**src/rtl/fft_pkg.sv**
```systemverilog
// Shared FFT types: Q7.8 sign-magnitude samples, complex words, reorder FSM states
// and the bit-reversal helper used to scatter samples into butterfly order.
package fft_pkg;

  typedef logic [15:0] sample_t;

  typedef struct packed {
    sample_t re;
    sample_t im;
  } complex_t;

  typedef enum logic {
    FILL  = 1'b0,
    DRAIN = 1'b1
  } state_t;

  localparam sample_t FP_NEG_ONE = 16'h8100;

  localparam int MAX_ADDR_W = 6;

  // Reverses the low 'width' bits of addr; bits above 'width' come back as zero.
  function automatic logic [MAX_ADDR_W-1:0] bitrev(input logic [MAX_ADDR_W-1:0] addr,
                                                   input int width);
    logic [MAX_ADDR_W-1:0] r;
    r = '0;
    for (int i = 0; i < MAX_ADDR_W; i++) begin
      if (i < width) begin
        r[i] = addr[width-1-i];
      end
    end
    return r;
  endfunction

endpackage

```
**src/rtl/fft_input_reorder.sv**
```systemverilog
// Collects one frame into a bit-reversed register file, then streams it out as
// first-stage butterfly operand pairs (mem[2k], mem[2k+1]) over valid/ready.
module fft_input_reorder
  import fft_pkg::*;
#(
  parameter  int N_POINTS = 8,
  localparam int ADDR_W   = $clog2(N_POINTS)
) (
  input  logic              clk,
  input  logic              rst,
  input  logic              frame_abort,
  input  logic              in_valid,
  output logic              in_ready,
  input  logic [15:0]       in_real,
  input  logic [15:0]       in_imaginary,
  output logic              pair_valid,
  input  logic              pair_ready,
  output logic              pair_last,
  output logic [ADDR_W-2:0] pair_index,
  output logic [15:0]       input_1_real,
  output logic [15:0]       input_1_imaginary,
  output logic [15:0]       input_2_real,
  output logic [15:0]       input_2_imaginary
);

  localparam int                PAIR_W  = ADDR_W - 1;
  localparam logic [ADDR_W-1:0] LAST_WR = ADDR_W'(N_POINTS - 1);
  localparam logic [PAIR_W-1:0] LAST_RD = PAIR_W'(N_POINTS / 2 - 1);

  state_t              state_q, state_d;
  logic [ADDR_W-1:0]   wr_cnt_q, wr_cnt_d;
  logic [PAIR_W-1:0]   rd_cnt_q, rd_cnt_d;
  complex_t            op1_q, op1_d;
  complex_t            op2_q, op2_d;
  complex_t            mem_q [N_POINTS];

  logic                fill_accept;
  logic                pair_accept;
  logic                last_wr;
  logic                last_rd;
  logic [ADDR_W-1:0]   wr_addr;
  logic [PAIR_W-1:0]   rd_load;

  assign fill_accept = (state_q == FILL) && in_valid && !frame_abort;
  assign pair_accept = (state_q == DRAIN) && pair_ready && !frame_abort;
  assign last_wr     = (wr_cnt_q == LAST_WR);
  assign last_rd     = (rd_cnt_q == LAST_RD);
  assign wr_addr     = ADDR_W'(bitrev(MAX_ADDR_W'(wr_cnt_q), ADDR_W));

  always_ff @(posedge clk or posedge rst) begin
    if (rst) begin
      state_q <= FILL;
    end else begin
      state_q <= state_d;
    end
  end

  always_comb begin
    state_d = state_q;
    if (frame_abort) begin
      state_d = FILL;
    end else begin
      case (state_q)
        FILL:    if (fill_accept && last_wr) state_d = DRAIN;
        DRAIN:   if (pair_accept && last_rd) state_d = FILL;
        default: state_d = FILL;
      endcase
    end
  end

  always_comb begin
    in_ready   = (state_q == FILL);
    pair_valid = (state_q == DRAIN);
    pair_last  = (state_q == DRAIN) && last_rd;
    pair_index = rd_cnt_q;
  end

  // The pair to preload: pair 0 when the frame completes, otherwise the next one.
  always_comb begin
    rd_load = (state_q == FILL) ? '0 : rd_cnt_q + PAIR_W'(1);
  end

  always_comb begin
    wr_cnt_d = wr_cnt_q;
    rd_cnt_d = rd_cnt_q;
    op1_d    = op1_q;
    op2_d    = op2_q;
    if (frame_abort) begin
      wr_cnt_d = '0;
      rd_cnt_d = '0;
      op1_d    = '0;
      op2_d    = '0;
    end else if (fill_accept) begin
      wr_cnt_d = wr_cnt_q + ADDR_W'(1);
      if (last_wr) begin
        op1_d = mem_q[{rd_load, 1'b0}];
        op2_d = mem_q[{rd_load, 1'b1}];
      end
    end else if (pair_accept) begin
      if (last_rd) begin
        rd_cnt_d = '0;
      end else begin
        rd_cnt_d = rd_load;
        op1_d    = mem_q[{rd_load, 1'b0}];
        op2_d    = mem_q[{rd_load, 1'b1}];
      end
    end
  end

  always_ff @(posedge clk or posedge rst) begin
    if (rst) begin
      wr_cnt_q <= '0;
      rd_cnt_q <= '0;
      op1_q    <= '0;
      op2_q    <= '0;
    end else begin
      wr_cnt_q <= wr_cnt_d;
      rd_cnt_q <= rd_cnt_d;
      op1_q    <= op1_d;
      op2_q    <= op2_d;
    end
  end

  // Storage is deliberately not reset; every word is rewritten before it is read.
  always_ff @(posedge clk) begin
    if (fill_accept) begin
      mem_q[wr_addr] <= {in_real, in_imaginary};
    end
  end

  assign input_1_real      = op1_q.re;
  assign input_1_imaginary = op1_q.im;
  assign input_2_real      = op2_q.re;
  assign input_2_imaginary = op2_q.im;

endmodule

```
**config.mk**
```make
export PLATFORM = sky130hd
export DESIGN_NAME = fft_input_reorder
export DESIGN_NICKNAME = d
export VERILOG_FILES = /design/src/rtl/fft_pkg.sv /design/src/rtl/fft_input_reorder.sv
export SDC_FILE = /design/constraint.sdc
export NUM_CORES = 1
export LEC_CHECK = 0
export BUFFER_PORTS_ARGS = -buffer_cell sky130_fd_sc_hd__buf_2
export CAP_MARGIN = 20
export CELL_PAD_IN_SITES_DETAIL_PLACEMENT = 1
export CELL_PAD_IN_SITES_GLOBAL_PLACEMENT = 1
export CORE_UTILIZATION = 54
export DETAILED_ROUTE_END_ITERATION = 16
export GPL_TIMING_DRIVEN = 0
export PLACE_DENSITY = 0.9
export REMOVE_ABC_BUFFERS = 1
export SYNTH_ARGS = -nofsm -noshare
export SYNTH_HDL_FRONTEND = slang
export SYNTH_SLANG_ARGS = --single-unit
```
**constraint.sdc**
```tcl
create_clock -name clk -period 11.7 [get_ports clk]
set_clock_uncertainty 0.2 [all_clocks]
set_input_delay 2.34 -clock clk [delete_from_list [all_inputs] [get_ports clk]]
set_output_delay 2.34 -clock clk [all_outputs]
set_load 0.03 [all_outputs]
```
==> results.ini <==
[cells_and_area]
drive_gt1_share_pct = 30.36
final_net_count = 914
layout.cells.non_filler = 1183
syn_to_final_growth_pct = 18.53
final_area_sq_um = 14860

[synth]
avgSynthCellArea_sq_um = 16.81
synth.most_common_cell = edfxtp_1
yosys.area_share.simple_pct = 4.940
synth_top_area_share_pct = 61.32
ys_top_cells_by_area = edfxtp_1 61%, dfrtp_1 14%, a211oi_2 6.4%
synth_compound_area_share_pct = 11.29
synth.distinct_cells = 28
synth_edf_count = 256
seq_area_frac_synth_pct = 75.29
synth_common_cells = 256 x edfxtp_1, 134 x nor2_1, 70 x dfrtp_1
ys_ff_latch = 326
synth.cell_area_sq_um = 12540
synthesis.instances = 746
synth.area.mux_share_pct = 5.110
synth_warnings = 0
synth_fa_ha_area_share_pct = 0.6986
synthArstFlopShare_pct = 21.47
synth_xor_xnor_area_share_pct = 0.1397
synth_top_flop_cell = edfxtp_1
synth_top_cell_by_area = edfxtp_1
synth_top_family_by_area = compound AO/OA/AOI/OAI gates

[routing]
totalWireLength_mm = 30.19
vias_per_cell = 6.098
ant_nets = 0
drt_iter0_markers = 484
vias = 7214
drc_errors = 0
first_pass_iters = 5
detail_route.wl_per_cell_um = 25.52

[floorplanning]
die_area_sq_um = 23830
core_area_sq_um = 22710
fp.dieW_um = 154.4
start_util_pct = 55.21
row_count = 55
io_pins = 106
dieHeight_um = 154.4

[clocking]
cts.sinks = 326
path_clk_slew_ps = 60
clk_latency_ps = 510
cts_resized = 0
clock_tree.root_cell = clkbuf_16
cts_tree = built
cts_inserted_buffers = 35
hold_buffers = 0
clk_path_buf_depth = 3
h-tree-depth = 2
postCtsSetupBuffers = 0

[setup_path]
end_kind = output port
cp.required_ps = 9160
cp_max_fo = 41
cp_cell_sequence = buf_16, ha_1, and2_1, buf_2
critPathSlowestCell = dfrtp_4
crit_family = flip-flops
critical_path_class = reg -> out
critPathArrivalTime_ps = 2320
worstSetupStartpointType = flip-flop
cp_num_buf_inv = 2
slowest_delay_ps = 840

[timing]
drv_slew = 0
timing.fmax_ghz = 0.2059
hold_violations = 0
setup_viol = 0
tightestPinTransition_ps = 1092
tns_ps = 0
rsz0062_at_grt = no
relSlewSlack_pct = 26.77
post-route-period-util_pct = 41.50
post-route-min-period_ps = 4856

[global_routing]
first_global_vias = 7958
antenna_found_initial = 2
grt_pass1_wl_mm = 46.24
groute.usage.overall_pct = 26.08
grt_max_degree = 65
grt_overflow = 0

[power]
finalPower_mw = 2.524
p_leak_nw = 5.275
power_density_nw_per_um2 = 169.8
peakVddDrop_v = 0.0001278

[placed_design]
dp.cells = 1117
io_buffers = 105
place.gp.congestion = 0.6992
place_area_sq_um = 13700
dp_hpwl_mm = 18.40

[flow_run]
cap_violations = 0

[min_path]
hp-class = reg -> reg

[status]
status = complete, no violations

==> routing by layer <==
layer / wire (um) / up-vias / track usage (%) / part of all wire, %
met5: 0 / - / 0 / 0
met4: 556 / 0 / 7.732 / 1.8
met3: 1451 / 55 / 4.315 / 4.8
met2: 15980 / 227 / 46.13 / 53
met1: 12200 / 3775 / 33.25 / 40
li1: - / 3157 / - / -
==> final cells by class <==
type                    instances  area (sq um)
diodes                          2         5.005
clock buffers                  53          1066
clock inverters                10         78.83
fillers                      2007          7849
inverters                       6         25.02
multi-input cells             363          2835
flip-flops and latches        326          9443
well taps                     285         356.6
repair buffers                138          1051
==> registers in the layout, indices dropped and copies added, names as in the netlist <==
signal / flops
pair_valid: 1
input_2_imaginary: 16
input_1_imaginary: 16
input_1_real: 16
pair_index: 2
mem_q: 256
input_2_real: 16
wr_cnt_q: 3
==> per-stage QoR <==
stage	hold slack, ps	utilization (%)	worst slack (ps)
floorplan	361.6	-	5132
global placement	340.8	57.79	2191
detailed placement	384.4	60.33	6504
CTS	400.0	65.37	6828
global route	415.1	65.42	6735
finish	394.4	65.44	6844
==> cell families (layout without fill, tap and decap cells) <==
kind of cell,count (synthesis),count (layout)
DFF,326,326
and+or+nand+nor,154,154
AOI/OAI and AO/OA,136,136
muxes,64,64
buffers and inverters,57,207
adders and majority gates,7,7
xor gates and xnor gates,2,2
other,0,2
==> cell usage in the layout (no fill, tap or decap), drive strengths merged <==
cell,n
clkinvlp,2
ha,7
nor2b,1
a311o,1
dfrtp,70
mux2i,64
nor3,7
nor3b,1
clkinv,7
a211oi,66
nand3b,1
clkbuf,53
bufinv,1
o21ai,1
and2,1
buf,138
a21oi,4
nor2,134
xnor2,2
edfxtp,256
inv,6
a311oi,1
and3b,3
a221oi,63
diode,2
nand2,6
==> worst register-to-register path, stage by stage, from the launching register on <==
cell      delay (ps)
dfrtp_4          840
buf_16           360
ha_1             420
nor3_4           660
buf_8            250
buf_8            220
a221oi_1         180
a211oi_2         260
==> final timing paths <==
path	from	to	slack, ps	depth (start not counted)
setup / recovery	pair_index[0]	pair_last	6840	4
hold / removal	input_1_real[14]	input_1_real[14]	390	2
setup reg to reg	pair_index[0]	input_1_imaginary[11]	8220	7
hold reg to reg	input_1_real[14]	input_1_real[14]	390	2
max in group asynchronous	rst	input_1_imaginary[13]	9120	3
min in group asynchronous	rst	input_1_real[3]	1590	2
==> report_power, final <==
group          total, mW  leakage (nW)  internal (mW)  switching, mW
clock               1.08         0.562          0.651          0.430
sequential          1.30          3.22           1.28         0.0140
combinational      0.146          1.49         0.0435          0.103
total               2.52          5.27           1.98          0.547
Note: power is estimated with default switching activity, not from simulation.
